File: config.mk
export PLATFORM = sky130hd
export DESIGN_NAME = conv_window_fetch_flat
export DESIGN_NICKNAME = d
export VERILOG_FILES = /design/src/rtl/cnn_pkg.sv /design/src/rtl/conv_window_fetch_if.sv /design/src/rtl/window_addr_gen.sv /design/src/rtl/conv_window_fetch.sv /design/src/flat_wrapper.sv
export SDC_FILE = /design/constraint.sdc
export NUM_CORES = 1
export LEC_CHECK = 0
export ABC_AREA = 0
export BUFFER_PORTS_ARGS = -buffer_cell sky130_fd_sc_hd__buf_4
export CAP_MARGIN = 10
export CORE_MARGIN = 4
export CORE_UTILIZATION = 45
export CTS_CLUSTER_SIZE = 20
export DETAILED_ROUTE_END_ITERATION = 7
export PLACE_DENSITY_LB_ADDON = 0.05
export SYNTH_ARGS = -nofsm -noshare
export SYNTH_HDL_FRONTEND = slang
export SYNTH_SLANG_ARGS = --single-unit
File: constraint.sdc
create_clock -name clk -period 12.59 [get_ports clk]
set_input_delay 0.6295 -clock clk [delete_from_list [all_inputs] [get_ports clk]]
set_output_delay 0.6295 -clock clk [all_outputs]
set_load 0.03 [all_outputs]
File: src/rtl/cnn_pkg.sv
// cnn_pkg: shared image/kernel geometry, FSM states and tap address helper
// Contents:
//   IMG_W, IMG_H, K, ADDR_W, DATA_W  image and memory geometry
//   NT, NP, NP_LAST                  taps per window, issue cycles per window, last issue index
//   ROW_LAST, COL_LAST               final output-grid row/column
//   state_t                          fetch FSM states
//   tap_addr()                       linear memory address of one window tap
package cnn_pkg;
    localparam int IMG_W  = 28;
    localparam int IMG_H  = 28;
    localparam int K      = 3;
    localparam int ADDR_W = 10;
    localparam int DATA_W = 8;
    localparam int NT     = K * K;
    localparam int NP     = (NT + 1) / 2;
    localparam logic [2:0] NP_LAST  = 3'(NP - 1);
    localparam logic [4:0] ROW_LAST = 5'(IMG_H - K);
    localparam logic [4:0] COL_LAST = 5'(IMG_W - K);

    typedef enum logic [2:0] {IDLE, ISSUE, DRAIN, PRESENT, DONE} state_t;

    // Tap t sits at kernel position (t / K, t % K) relative to the window origin.
    function automatic logic [ADDR_W-1:0] tap_addr(input logic [4:0] row, input logic [4:0] col,
                                                   input logic [3:0] t);
        return ADDR_W'((int'(row) + int'(t) / K) * IMG_W + int'(col) + int'(t) % K);
    endfunction
endpackage

File: src/rtl/conv_window_fetch_if.sv
// conv_window_fetch_if: control, image-memory read and window-stream signals of the fetcher
// Signals:
//   start/busy/done                    pass control
//   mem_load, mem_addr1/2, mem_data1/2 dual-port memory read bus
//   win_valid/ready/data/row/col/last  window stream to the conv engine
// Modports: master = fetcher, slave = environment (controller, memory, conv engine)
interface conv_window_fetch_if;
    import cnn_pkg::*;
    logic                   start;
    logic                   busy;
    logic                   done;
    logic                   mem_load;
    logic [ADDR_W-1:0]      mem_addr1;
    logic [ADDR_W-1:0]      mem_addr2;
    logic [DATA_W-1:0]      mem_data1;
    logic [DATA_W-1:0]      mem_data2;
    logic                   win_valid;
    logic                   win_ready;
    logic [NT*DATA_W-1:0]   win_data;
    logic [4:0]             win_row;
    logic [4:0]             win_col;
    logic                   win_last;

    modport master (
        input  start, mem_data1, mem_data2, win_ready,
        output busy, done, mem_load, mem_addr1, mem_addr2,
               win_valid, win_data, win_row, win_col, win_last
    );
    modport slave (
        output start, mem_data1, mem_data2, win_ready,
        input  busy, done, mem_load, mem_addr1, mem_addr2,
               win_valid, win_data, win_row, win_col, win_last
    );
endinterface

File: src/rtl/window_addr_gen.sv
// window_addr_gen: combinational tap-pair addresses for one issue cycle of a window
// Ports:
//   row, col  in   window origin in the output grid
//   j         in   issue (pair) index
//   addr1     out  address of tap 2j
//   addr2     out  address of tap 2j+1, or tap 2j again when that tap does not exist
//   v2        out  port-2 tap exists (its data must be kept)
module window_addr_gen
    import cnn_pkg::*;
(
    input  logic [4:0]        row,
    input  logic [4:0]        col,
    input  logic [2:0]        j,
    output logic [ADDR_W-1:0] addr1,
    output logic [ADDR_W-1:0] addr2,
    output logic              v2
);
    assign v2    = {j, 1'b1} < 4'(NT);
    assign addr1 = tap_addr(row, col, {j, 1'b0});
    assign addr2 = tap_addr(row, col, v2 ? {j, 1'b1} : {j, 1'b0});
endmodule

File: src/rtl/conv_window_fetch.sv
// conv_window_fetch: walks every KxK window of the stored image and streams it to the conv engine
// Ports:
//   clk   in  clock, posedge
//   rst   in  synchronous reset, active-low
//   bus   master side of conv_window_fetch_if (control, memory reads, window stream)
module conv_window_fetch
    import cnn_pkg::*;
(
    input  logic                 clk,
    input  logic                 rst,
    conv_window_fetch_if.master  bus
);
    state_t            state, nxt;
    logic [4:0]        row, col;
    logic [2:0]        j, c_q;
    logic              cap_q, v2_q, v2, last, hs;
    logic [ADDR_W-1:0] a1, a2;
    logic [DATA_W-1:0] taps [NT];

    window_addr_gen u_gen (.row(row), .col(col), .j(j), .addr1(a1), .addr2(a2), .v2(v2));

    assign last = row == ROW_LAST && col == COL_LAST;
    assign hs   = state == PRESENT && bus.win_ready;

    always_ff @(posedge clk) begin
        if (!rst) state <= IDLE;
        else      state <= nxt;
    end

    always_comb begin
        nxt = state;
        case (state)
            IDLE:    nxt = bus.start ? ISSUE : IDLE;
            ISSUE:   nxt = j == NP_LAST ? DRAIN : ISSUE;
            DRAIN:   nxt = PRESENT;
            PRESENT: nxt = bus.win_ready ? (last ? DONE : ISSUE) : PRESENT;
            DONE:    nxt = IDLE;
            default: nxt = IDLE;
        endcase
    end

    // Read data arrives one cycle after its issue, so the pair index and
    // port-2 validity are delayed alongside a capture strobe.
    always_ff @(posedge clk) begin
        if (!rst) begin
            row   <= '0;
            col   <= '0;
            j     <= '0;
            c_q   <= '0;
            cap_q <= 1'b0;
            v2_q  <= 1'b0;
            taps  <= '{default: '0};
        end else begin
            cap_q <= state == ISSUE;
            c_q   <= j;
            v2_q  <= v2;
            if (state == ISSUE) j <= j == NP_LAST ? 3'd0 : j + 3'd1;
            if (state == IDLE && bus.start) begin
                row <= '0;
                col <= '0;
                j   <= '0;
            end
            if (hs && !last) begin
                col <= col == COL_LAST ? 5'd0 : col + 5'd1;
                row <= col == COL_LAST ? row + 5'd1 : row;
            end
            if (cap_q) begin
                taps[{c_q, 1'b0}] <= bus.mem_data1;
                if (v2_q) taps[{c_q, 1'b1}] <= bus.mem_data2;
            end
        end
    end

    assign bus.busy      = state != IDLE;
    assign bus.done      = state == DONE;
    assign bus.mem_load  = state == ISSUE;
    assign bus.mem_addr1 = bus.mem_load ? a1 : '0;
    assign bus.mem_addr2 = bus.mem_load ? a2 : '0;
    assign bus.win_valid = state == PRESENT;
    assign bus.win_last  = state == PRESENT && last;
    assign bus.win_row   = row;
    assign bus.win_col   = col;

    always_comb begin
        bus.win_data = '0;
        for (int k = 0; k < NT; k++) bus.win_data[k*DATA_W +: DATA_W] = taps[k];
    end
endmodule

File: src/flat_wrapper.sv
// flat-port wrapper written by rule: the top's interface ports become plain ports
module conv_window_fetch_flat import cnn_pkg::*;
  (clk, rst, bus_start, bus_mem_data1, bus_mem_data2, bus_win_ready, bus_busy, bus_done, bus_mem_load, bus_mem_addr1, bus_mem_addr2, bus_win_valid, bus_win_data, bus_win_row, bus_win_col, bus_win_last);
  conv_window_fetch_if bus_i ();
  input  logic clk;
  input  logic rst;
  input wire logic [$bits(bus_i.start)-1:0] bus_start;
  input wire logic [$bits(bus_i.mem_data1)-1:0] bus_mem_data1;
  input wire logic [$bits(bus_i.mem_data2)-1:0] bus_mem_data2;
  input wire logic [$bits(bus_i.win_ready)-1:0] bus_win_ready;
  output wire logic [$bits(bus_i.busy)-1:0] bus_busy;
  output wire logic [$bits(bus_i.done)-1:0] bus_done;
  output wire logic [$bits(bus_i.mem_load)-1:0] bus_mem_load;
  output wire logic [$bits(bus_i.mem_addr1)-1:0] bus_mem_addr1;
  output wire logic [$bits(bus_i.mem_addr2)-1:0] bus_mem_addr2;
  output wire logic [$bits(bus_i.win_valid)-1:0] bus_win_valid;
  output wire logic [$bits(bus_i.win_data)-1:0] bus_win_data;
  output wire logic [$bits(bus_i.win_row)-1:0] bus_win_row;
  output wire logic [$bits(bus_i.win_col)-1:0] bus_win_col;
  output wire logic [$bits(bus_i.win_last)-1:0] bus_win_last;
  assign bus_i.start = bus_start;
  assign bus_i.mem_data1 = bus_mem_data1;
  assign bus_i.mem_data2 = bus_mem_data2;
  assign bus_i.win_ready = bus_win_ready;
  assign bus_busy = bus_i.busy;
  assign bus_done = bus_i.done;
  assign bus_mem_load = bus_i.mem_load;
  assign bus_mem_addr1 = bus_i.mem_addr1;
  assign bus_mem_addr2 = bus_i.mem_addr2;
  assign bus_win_valid = bus_i.win_valid;
  assign bus_win_data = bus_i.win_data;
  assign bus_win_row = bus_i.win_row;
  assign bus_win_col = bus_i.win_col;
  assign bus_win_last = bus_i.win_last;
  conv_window_fetch u_core (.clk(clk), .rst(rst), .bus(bus_i));
endmodule
==> metrics.log, run 1 <==
INFO  metric post_route_cells_drive_above_1_share = 18.3%
INFO  metric die_h = 129 um
INFO  metric initial_utilization = 45.8%
INFO  metric initial_antenna_violation_count = 0
INFO  metric setup-violations-final = 0
INFO  metric final-hold-violation-count = 0
INFO  metric place.detailed.hpwl = 13,900 um
INFO  metric drtPass1Iterations = 5
INFO  metric synth_edf_count = 0
INFO  metric tritoncts = yes
INFO  metric power.density_cell_area = 82.4 mW/mm^2
INFO  metric rd_place_congestion = 0.935
INFO  metric post_route_setup_tns = 0 ps
INFO  metric net_count_reported_at_finish = 1,027
INFO  metric yosys_warnings = 0
INFO  metric flow.area_growth_from_synthesis = 21.0%
INFO  metric cp-startpoint = u_core.j[0]
INFO  metric outcome = finished clean
INFO  metric ys_async_sr_fraction = 0%
INFO  metric critical-path-top-cell-by-count = sky130_fd_sc_hd__ha_1
INFO  metric die_width = 129 um
INFO  metric post_drt_via_cell_ratio = 5.40
INFO  metric required = 11,960 ps
INFO  metric setup_ws = 3630 ps
INFO  metric grt_setup_unrepaired = no
INFO  metric timing_worst_setup_path_type = reg2out
INFO  metric global_route.usage.total = 21.1%
INFO  metric clock_tree.htree_level_count = 3
INFO  metric clock_tree.buffer_depth = 2
INFO  metric insertion_delay = 350 ps
INFO  metric dpl-instance-area = 0.00771 sq mm
INFO  metric dr_total_vias = 5,973
INFO  metric ctsResizeCount = 0
INFO  metric grt_pass1_wl = 28,100 um
INFO  metric power.clock.fraction = 43.4%
INFO  metric combPwrFrac = 11.0%
INFO  metric routed.top_layer = met4
INFO  metric yosys.cell_types.count = 70
INFO  metric levels_on_crit_path = 33
INFO  metric crit-reg2reg-launch = u_core.bus.win_col[0]
INFO  metric detail-route-antenna-nets = 0
INFO  metric worst_setup_path_end_kind = output pin
INFO  metric grt_max_degree = 88
INFO  metric wl_met2 = 8500 um
INFO  metric layout_min_cycle_time = 8960 ps
INFO  metric cts-hold-fix-buffers = 0
INFO  metric grt_pass1_vias = 5,590
INFO  metric met3_length = 1020 um
INFO  metric cts.sinks = 93
INFO  metric critical_path.top_delay_family = adder cells
INFO  metric finalWirelength = 17,900 um
INFO  metric cp_data_arrival_time = 8330 ps
INFO  metric die-area = 0.0168 sq mm
INFO  metric critPathLaunchType = register
INFO  metric holdCritStartpoint = u_core.bus.win_data[67]
INFO  metric worst_hold_class = reg2reg
INFO  metric drt-met1-wl = 7860 um
INFO  metric io_pins = 127
INFO  metric sw_frac_of_total = 26.8%
INFO  metric max_cap_viol_count = 0
INFO  metric tritoncts.num_buffers = 9
INFO  metric final_design_area_no_fill = 0.00803 sq mm
INFO  metric power_report.internal_total = 0.485 mW
INFO  metric synth_sequential_area_ratio = 28.0%
INFO  metric core_area = 0.0145 sq mm
INFO  metric power = 0.662 mW
INFO  metric timing.max_slew.rel_slack = 26.6%
INFO  metric crit_path_max_fanout = 14
INFO  metric skew = 6.36 ps
INFO  metric yosys_most_used_dff = sky130_fd_sc_hd__dfxtp_1
INFO  metric postSynthRegisterBits = 93
INFO  metric buffer_ports.inserted = 126
INFO  metric crit_path_buf_inv_count = 7
INFO  metric post-place-ws = 4050 ps
INFO  metric worstHoldPathCells = 2
INFO  metric synth_cells = 808
INFO  metric syn-cell-area = 0.00664 sq mm
INFO  metric clockRootBuffer = sky130_fd_sc_hd__clkbuf_16
INFO  metric routedWlPerCell = 16.2 um
INFO  metric clkTransAtPathRegs = 70 ps
INFO  metric first_iter_violations = 449
INFO  metric synthesis.nets = 918
INFO  metric power.share.sequential = 45.6%
INFO  metric final-max-slew-violation-count = 0
INFO  metric peak_supply_drop = 0.0543 mV
INFO  metric timing.reg2reg.worst_path_depth = 8
INFO  metric syn-mean-instance-area = 8.21 sq um
INFO  metric layout_worst_path_cycle_share = 71.2%
INFO  metric grt_remaining_overflow = 0
INFO  metric route.detailed.drc = 0
INFO  metric slowest_stage_cell_crit_path = sky130_fd_sc_hd__dfxtp_1
INFO  metric row_count = 44
INFO  metric n_antenna_cell = 0
INFO  metric cts.repair_timing.setup_buffer_count = 0
INFO  metric achievable-frequency = 112 MHz
INFO  metric power_switching = 0.177 mW
INFO  metric worst_pin_slew = 1100 ps
INFO  metric power.leakage = 3.63 nW
INFO  metric timing.critical_path.slowest_cell_delay = 690 ps
==> path summary, 6_finish.rpt <==
| kind | to | slack, ps |
|---|---|---|
| max | bus_mem_addr2[9] | 3630 |
| min | u_core.bus.win_data[67] | 470 |
| max reg2reg | u_core.bus.win_row[3] | 10160 |
| min reg2reg | u_core.bus.win_data[67] | 470 |
==> sequential cells by signal, summed over array words and instances (netlist names) <==
name                 flops
u_core.c_q               3
u_core.state             3
u_core.bus.win_row       5
u_core.v2_q              1
u_core.cap_q             1
u_core.j                 3
u_core.bus.win_col       5
u_core.bus.win_data     72
==> cell families after synthesis <==
| group | share of synthesized area (%) |
|---|---|
| and+or+nand+nor | 22.8 |
| AOI/OAI and AO/OA | 18.6 |
| DFF | 28.0 |
| adders and majority gates | 18.9 |
| buffers and inverters | 4.73 |
| xor gates and xnor gates | 6.47 |
| muxes | 0.471 |
==> power by group through the flow <==
stage          registers [mW]  logic, mW  clock network, mW
2_1_floorplan           0.310     0.0451                  0
3_3_place_gp            0.309     0.0719                  0
3_5_place_dp            0.309     0.0729                  0
4_1_cts                 0.302     0.0733              0.294
5_1_grt                 0.302     0.0802              0.306
6_report                0.302     0.0730              0.287
==> cells in the mapped netlist (all sizes together), types with 5 or more instances <==
library cell    n  area (sq um)
and2           15          93.8
or2             5          31.3
nor2b          15          93.8
nor3b           6          45.0
a21o            9          67.6
o21ai          23           119
a21oi          37           193
nand2         146           558
dfxtp          93          1860
buf             9          47.5
nor3           14          70.1
ha             73           913
xnor2          31           272
nand4b          5          43.8
fa             17           340
xor2           18           158
nand3          41           205
and3            5          31.3
inv            48           180
a21boi         72           541
nand2b          8          50.1
clkbuf         23          86.3
nor2           45           174
==> layout by cell type (no fill, tap or decap), types with 3 or more instances in the layout <==
cell | Yosys | routed
sky130_fd_sc_hd__nor2_1 | 43 | 43
sky130_fd_sc_hd__or2_2 | 4 | 4
sky130_fd_sc_hd__a21boi_0 | 70 | 70
sky130_fd_sc_hd__and3_1 | 5 | 5
sky130_fd_sc_hd__nor2b_1 | 15 | 15
sky130_fd_sc_hd__xor2_1 | 18 | 18
sky130_fd_sc_hd__clkbuf_16 | 0 | 9
sky130_fd_sc_hd__xnor2_1 | 31 | 31
sky130_fd_sc_hd__and2_1 | 15 | 15
sky130_fd_sc_hd__inv_6 | 0 | 3
sky130_fd_sc_hd__nand4b_1 | 5 | 5
sky130_fd_sc_hd__o21ai_0 | 21 | 21
sky130_fd_sc_hd__a21oi_1 | 35 | 35
sky130_fd_sc_hd__ha_1 | 73 | 73
sky130_fd_sc_hd__inv_1 | 46 | 46
sky130_fd_sc_hd__a21o_1 | 9 | 9
sky130_fd_sc_hd__nand2b_1 | 8 | 8
sky130_fd_sc_hd__nor3_1 | 14 | 13
sky130_fd_sc_hd__buf_4 | 2 | 130
sky130_fd_sc_hd__o21bai_1 | 3 | 3
sky130_fd_sc_hd__nor3b_1 | 6 | 6
sky130_fd_sc_hd__o211ai_1 | 3 | 3
sky130_fd_sc_hd__nand3_1 | 41 | 41
sky130_fd_sc_hd__dfxtp_1 | 93 | 93
sky130_fd_sc_hd__fa_1 | 17 | 17
sky130_fd_sc_hd__nand2_1 | 144 | 144
==> worst register-to-register path: stages (launching register included) <==
cell	delay, ps
sky130_fd_sc_hd__dfxtp_1	590
sky130_fd_sc_hd__ha_1	230
sky130_fd_sc_hd__nand4b_1	170
sky130_fd_sc_hd__or2_2	360
sky130_fd_sc_hd__a21boi_1	430
sky130_fd_sc_hd__nor2_1	190
sky130_fd_sc_hd__nand4_1	150
sky130_fd_sc_hd__xor2_1	150
sky130_fd_sc_hd__nor2_1	50
==> routing by layer <==
layer	vias up	global-route usage, %
met2	148	36.2
met4	0	7.76
met5	-	0
li1	2977	-
met1	2826	26.4
met3	22	3.96
==> per-stage QoR <==
stage,instances,hold WS [ps],utilization [%]
6_report,1106,466,55.5
3_5_place_dp,1090,460,53.3
5_1_grt,1106,487,55.5
3_3_place_gp,1090,441,53.3
4_1_cts,1106,471,55.5
2_1_floorplan,808,492,-
==> final cells by class <==
| class | count | area (sq um) |
|---|---|---|
| Timing Repair Buffer | 130 | 976 |
| Tap cell | 184 | 230 |
| Clock buffer | 9 | 225 |
| Inverter | 48 | 180 |
| Sequential cell | 93 | 1860 |
| Fill cell | 1376 | 6450 |
| Multi-Input combinational cell | 635 | 4470 |
| Clock inverter | 7 | 91.3 |
(Power assumes the default switching activity.)
==> inputs of run 2 (changes only) <==
--- a/config.mk
+++ b/config.mk
@@ -5,7 +5,7 @@
 export SDC_FILE = /design/constraint.sdc
 export NUM_CORES = 1
 export LEC_CHECK = 0
-export ABC_AREA = 0
+export ABC_AREA = 1
 export BUFFER_PORTS_ARGS = -buffer_cell sky130_fd_sc_hd__buf_4
 export CAP_MARGIN = 10
 export CORE_MARGIN = 4
==> constraint.sdc (replaced) <==
create_clock -name clk -period 7.8 [get_ports clk]
set_input_delay 0.39 -clock clk [delete_from_list [all_inputs] [get_ports clk]]
set_output_delay 0.39 -clock clk [all_outputs]
set_load 0.03 [all_outputs]
==> run 2 against run 1 <==
- power increased by 64%
- sequential power grew 61%
- flip-flop and latch count unchanged
- hold slack lost 140 ps
- via count is essentially flat
- die area shrank 1.3%
- non-clock buffer count up 4
- first-iteration DRC count decreased by 45%
- setup slack worse by 3100 ps
- sequential share of layout area down 0.25 points
- routed wire length shrank 8.5%
==> metrics.log, run 2 <==
INFO  metric dr_total_vias = 5,970 (-0.050%)
INFO  metric slowest_stage_cell_crit_path = sky130_fd_sc_hd__fa_1
INFO  metric sw_frac_of_total = 27.0% (+0.26 points)
INFO  metric yosys_warnings = 0 (unchanged)
INFO  metric fillers = 1,343 (-2.4%)
INFO  metric finalWirelength = 16,400 um (-8.5%)
INFO  metric power.share.sequential = 44.8% (-0.8 points)
INFO  metric synth_edf_count = 0 (unchanged)
INFO  metric clkTransAtPathRegs = 70 ps (about the same)
INFO  metric die-area = 0.0165 sq mm (-1.3%)
INFO  metric core_area = 0.0140 sq mm (-3.0%)
INFO  metric cp-startpoint = u_core.j[0]
INFO  metric layout_worst_path_cycle_share = 93.8%
INFO  metric drtPass1Iterations = 4 (-1)
INFO  metric clock_tree.htree_level_count = 3 (unchanged)
INFO  metric setup-violations-final = 0 (unchanged)
INFO  metric die_width = 129 um (-0.66%)
INFO  metric number_of_flip_flops_under_the_largest_register_name = 72 (unchanged)
INFO  metric initial_antenna_violation_count = 0 (unchanged)
INFO  metric rd_place_congestion = 0.877 (-6.2%)
INFO  metric worst_setup_path_end_kind = output pin
INFO  metric crit-reg2reg-launch = u_core.state[2]
INFO  metric power.density_cell_area = 134 mW/mm^2 (+62%)
INFO  metric multi_input_comb_area = 0.00411 sq mm (-8.0%)
INFO  metric max_cap_viol_count = 0 (unchanged)
INFO  metric insertion_delay = 350 ps (about the same)
INFO  metric achievable-frequency = 137 MHz
INFO  metric timing.reg2reg.worst_path_depth = 5 (-3)
INFO  metric yosysMostFrequentCell = sky130_fd_sc_hd__inv_1
INFO  metric timing.rr.end = u_core.state[0]
INFO  metric commonest_non_fill_non_tap_cell_in_the_layout = sky130_fd_sc_hd__inv_1
INFO  metric critical_path.endpoint = bus_mem_addr1[9]
INFO  metric grt_remaining_overflow = 0 (unchanged)
INFO  metric critPathLaunchType = register
INFO  metric flow.area_growth_from_synthesis = 24.1%
INFO  metric global_route.usage.total = 19.6% (-1.5 points)
INFO  metric peak_supply_drop = 0.149 mV (+170%)
INFO  metric timing_worst_setup_path_type = reg2out
INFO  metric initial_utilization = 46.6% (+0.76 points)
INFO  metric tritoncts = yes
INFO  metric clockRootBuffer = sky130_fd_sc_hd__clkbuf_16
INFO  metric final-hold-violation-count = 0 (unchanged)
INFO  metric buffer_ports.inserted = 126 (unchanged)
INFO  metric timing.critical_path.slowest_cell_delay = 420 ps (-270 ps)
INFO  metric syn-mean-instance-area = 7.16 sq um (-13%)
INFO  metric reg2reg_slack = 5300 ps (-4860 ps)
INFO  metric synth_top_area_share = 28.5% (+0.40 points)
INFO  metric postSynthRegisterBits = 93 (unchanged)
INFO  metric final-seq-area = 0.00186 sq mm (about the same)
INFO  metric power_report.internal_total = 0.792 mW (+63%)
INFO  metric final_cell_mix = sky130_fd_sc_hd__inv_1, sky130_fd_sc_hd__buf_4, sky130_fd_sc_hd__nand2_1, sky130_fd_sc_hd__nor2_1, sky130_fd_sc_hd__dfxtp_1
INFO  metric cts.sinks = 93 (unchanged)
INFO  metric tritoncts.num_buffers = 9 (unchanged)
INFO  metric synth_top_area_cell = sky130_fd_sc_hd__dfxtp_1
INFO  metric n_antenna_cell = 0 (unchanged)
INFO  metric synth_cells = 914 (+13%)
INFO  metric post_route_cells_drive_above_1_share = 19.6% (+1.2 points)
INFO  metric worst_hold_class = in2reg
INFO  metric synth_sequential_area_ratio = 28.5% (+0.40 points)
INFO  metric netlist_top_cells_area = sky130_fd_sc_hd__dfxtp_1, sky130_fd_sc_hd__ha_1, sky130_fd_sc_hd__inv_1, sky130_fd_sc_hd__nand2_1, sky130_fd_sc_hd__nor2_1
INFO  metric grt_pass1_vias = 5,349 (-4.3%)
INFO  metric net_count_reported_at_finish = 1,153 (+12%)
INFO  metric detail-route-antenna-nets = 0 (unchanged)
INFO  metric first_iter_violations = 249 (-45%)
INFO  metric row_count = 43 (-2.3%)
INFO  metric fin_cells = 1,228 (+11%)
INFO  metric route.detailed.drc = 0 (unchanged)
INFO  metric place.detailed.hpwl = 12,600 um (-9.0%)
INFO  metric outcome = finished clean
INFO  metric required = 7410 ps (-4550 ps)
INFO  metric clock_tree.buffer_depth = 2 (unchanged)
INFO  metric yosys.cell_types.count = 45 (-36%)
INFO  metric grt_max_degree = 81 (-8.0%)
INFO  metric yosys_most_used_dff = sky130_fd_sc_hd__dfxtp_1
INFO  metric io_pins = 127 (unchanged)
INFO  metric synthesis.nets = 1,024 (+12%)
INFO  metric combPwrFrac = 12.5% (+1.5 points)
INFO  metric routedWlPerCell = 13.3 um (-18%)
INFO  metric critical-path-top-cell-by-count = sky130_fd_sc_hd__nand2_1
INFO  metric ys_async_sr_fraction = 0% (unchanged)
INFO  metric power.clock.fraction = 42.7% (-0.7 points)
INFO  metric post_drt_via_cell_ratio = 4.86 (-10%)
INFO  metric post-place-cells = 1,206 (+11%)
INFO  metric syn-cell-area = 0.00654 sq mm (-1.4%)
INFO  metric worst_pin_slew = 1100 ps (+1.56 ps)
INFO  metric skew = 7.54 ps (+1.18 ps)
INFO  metric layout_min_cycle_time = 7310 ps
INFO  metric power_switching = 0.293 mW (+65%)
INFO  metric cp_data_arrival_time = 6920 ps (-1410 ps)
INFO  metric power.leakage = 4.22 nW (+16%)
INFO  metric cts-hold-fix-buffers = 0 (unchanged)
INFO  metric final-max-slew-violation-count = 0 (unchanged)
INFO  metric die_h = 129 um (-0.66%)
INFO  metric post_route_setup_tns = 0 ps (unchanged)
INFO  metric timing.max_slew.rel_slack = 26.2% (-0.40 points)
INFO  metric grt_pass1_wl = 26,400 um (-6.2%)
INFO  metric post_synth_most_frequent_cells = sky130_fd_sc_hd__inv_1, sky130_fd_sc_hd__nand2_1, sky130_fd_sc_hd__nor2_1, sky130_fd_sc_hd__dfxtp_1, sky130_fd_sc_hd__o21ai_0
INFO  metric crit_path_max_fanout = 8 (-6)
## run 2: changes by cell type after synthesis, sizes merged, moves of 6 or more
cell    delta
a21boi    -72
a21o       -8
a21oi     +40
and2      -15
clkbuf    -12
inv      +110
nand2      -6
nand2b     -8
nor2      +85
nor2b     -15
o21ai     +74
xnor2     -26
## run 2: cells by family (layout without fill, tap and decap cells)
logic type,after synthesis,in the layout,share of synthesized area (%)
simple gates,337,337,22.6
compound gates,191,191,15.6
buf+inv,176,310,10.5
flops,93,93,28.5
fa+ha+maj,90,90,19.2
xor+xnor,27,27,3.61
## run 2: power groups by stage
stage	registers [mW]	logic [mW]	clock network, mW
2_1_floorplan	0.507	0.0758	0
3_3_place_gp	0.497	0.133	0
3_5_place_dp	0.497	0.134	0
4_1_cts	0.486	0.134	0.474
5_1_grt	0.487	0.151	0.492
6_report	0.486	0.135	0.464
## run 2: critical path: cells and delay by family (launching register included)
kind            cells  cell delay [ps]
flops               1              320
xor+xnor            2              470
simple gates       19             2020
buf+inv             9              880
compound gates      3              500
fa+ha+maj           9             2380
## run 2: timing repair
item / in CTS / in global routing
buffers inserted: 0 / 6
setup endpoints to repair: 0 / 5
endpoints found under the hold margin: 0 / 0
gates resized for setup: 0 / 23
## run 2: worst min path at each step
stage	startpoint	to	slack [ps]	depth (start not counted)
after floorplan	u_core.j[0]	u_core.c_q[0]	510	2
after global placement	u_core.bus.win_data[40]	u_core.bus.win_data[40]	430	2
after detailed placement	u_core.bus.win_data[61]	u_core.bus.win_data[61]	440	2
after CTS	bus_mem_data1[7]	u_core.bus.win_data[7]	320	3
after global routing	bus_mem_data1[5]	u_core.bus.win_data[5]	340	3
final	bus_mem_data1[5]	u_core.bus.win_data[37]	330	3
## run 2: through the flow
stage	worst slack [ps]	hold slack [ps]	total power [mW]	utilization, %	area, sq um
3_5_place_dp	417	439	0.630	54.5	7650
5_1_grt	-42.8	341	1.13	57.9	8120
2_1_floorplan	649	506	0.583	-	6540
3_3_place_gp	534	434	0.630	54.5	7650
4_1_cts	42.3	316	1.09	56.7	7970
6_report	486	327	1.09	57.9	8120
## run 2: layout make-up
type,count,share of cell area [%]
multi-input cells,645,50.6
flip-flops and latches,93,22.9
inverters,160,7.42
clock buffers,10,2.94
repair buffers,134,12.4
well taps,180,2.77
clock inverters,6,0.939
## run 2: layer usage
| metal | part of all wire (%) | wire, um | GRT usage (%) |
|---|---|---|---|
| met5 | 0 | 0 | 0 |
| met4 | 1.0 | 163 | 4.20 |
| met1 | 49 | 8060 | 27.8 |
| met3 | 6.4 | 1040 | 4.86 |
| met2 | 43 | 7080 | 30.2 |
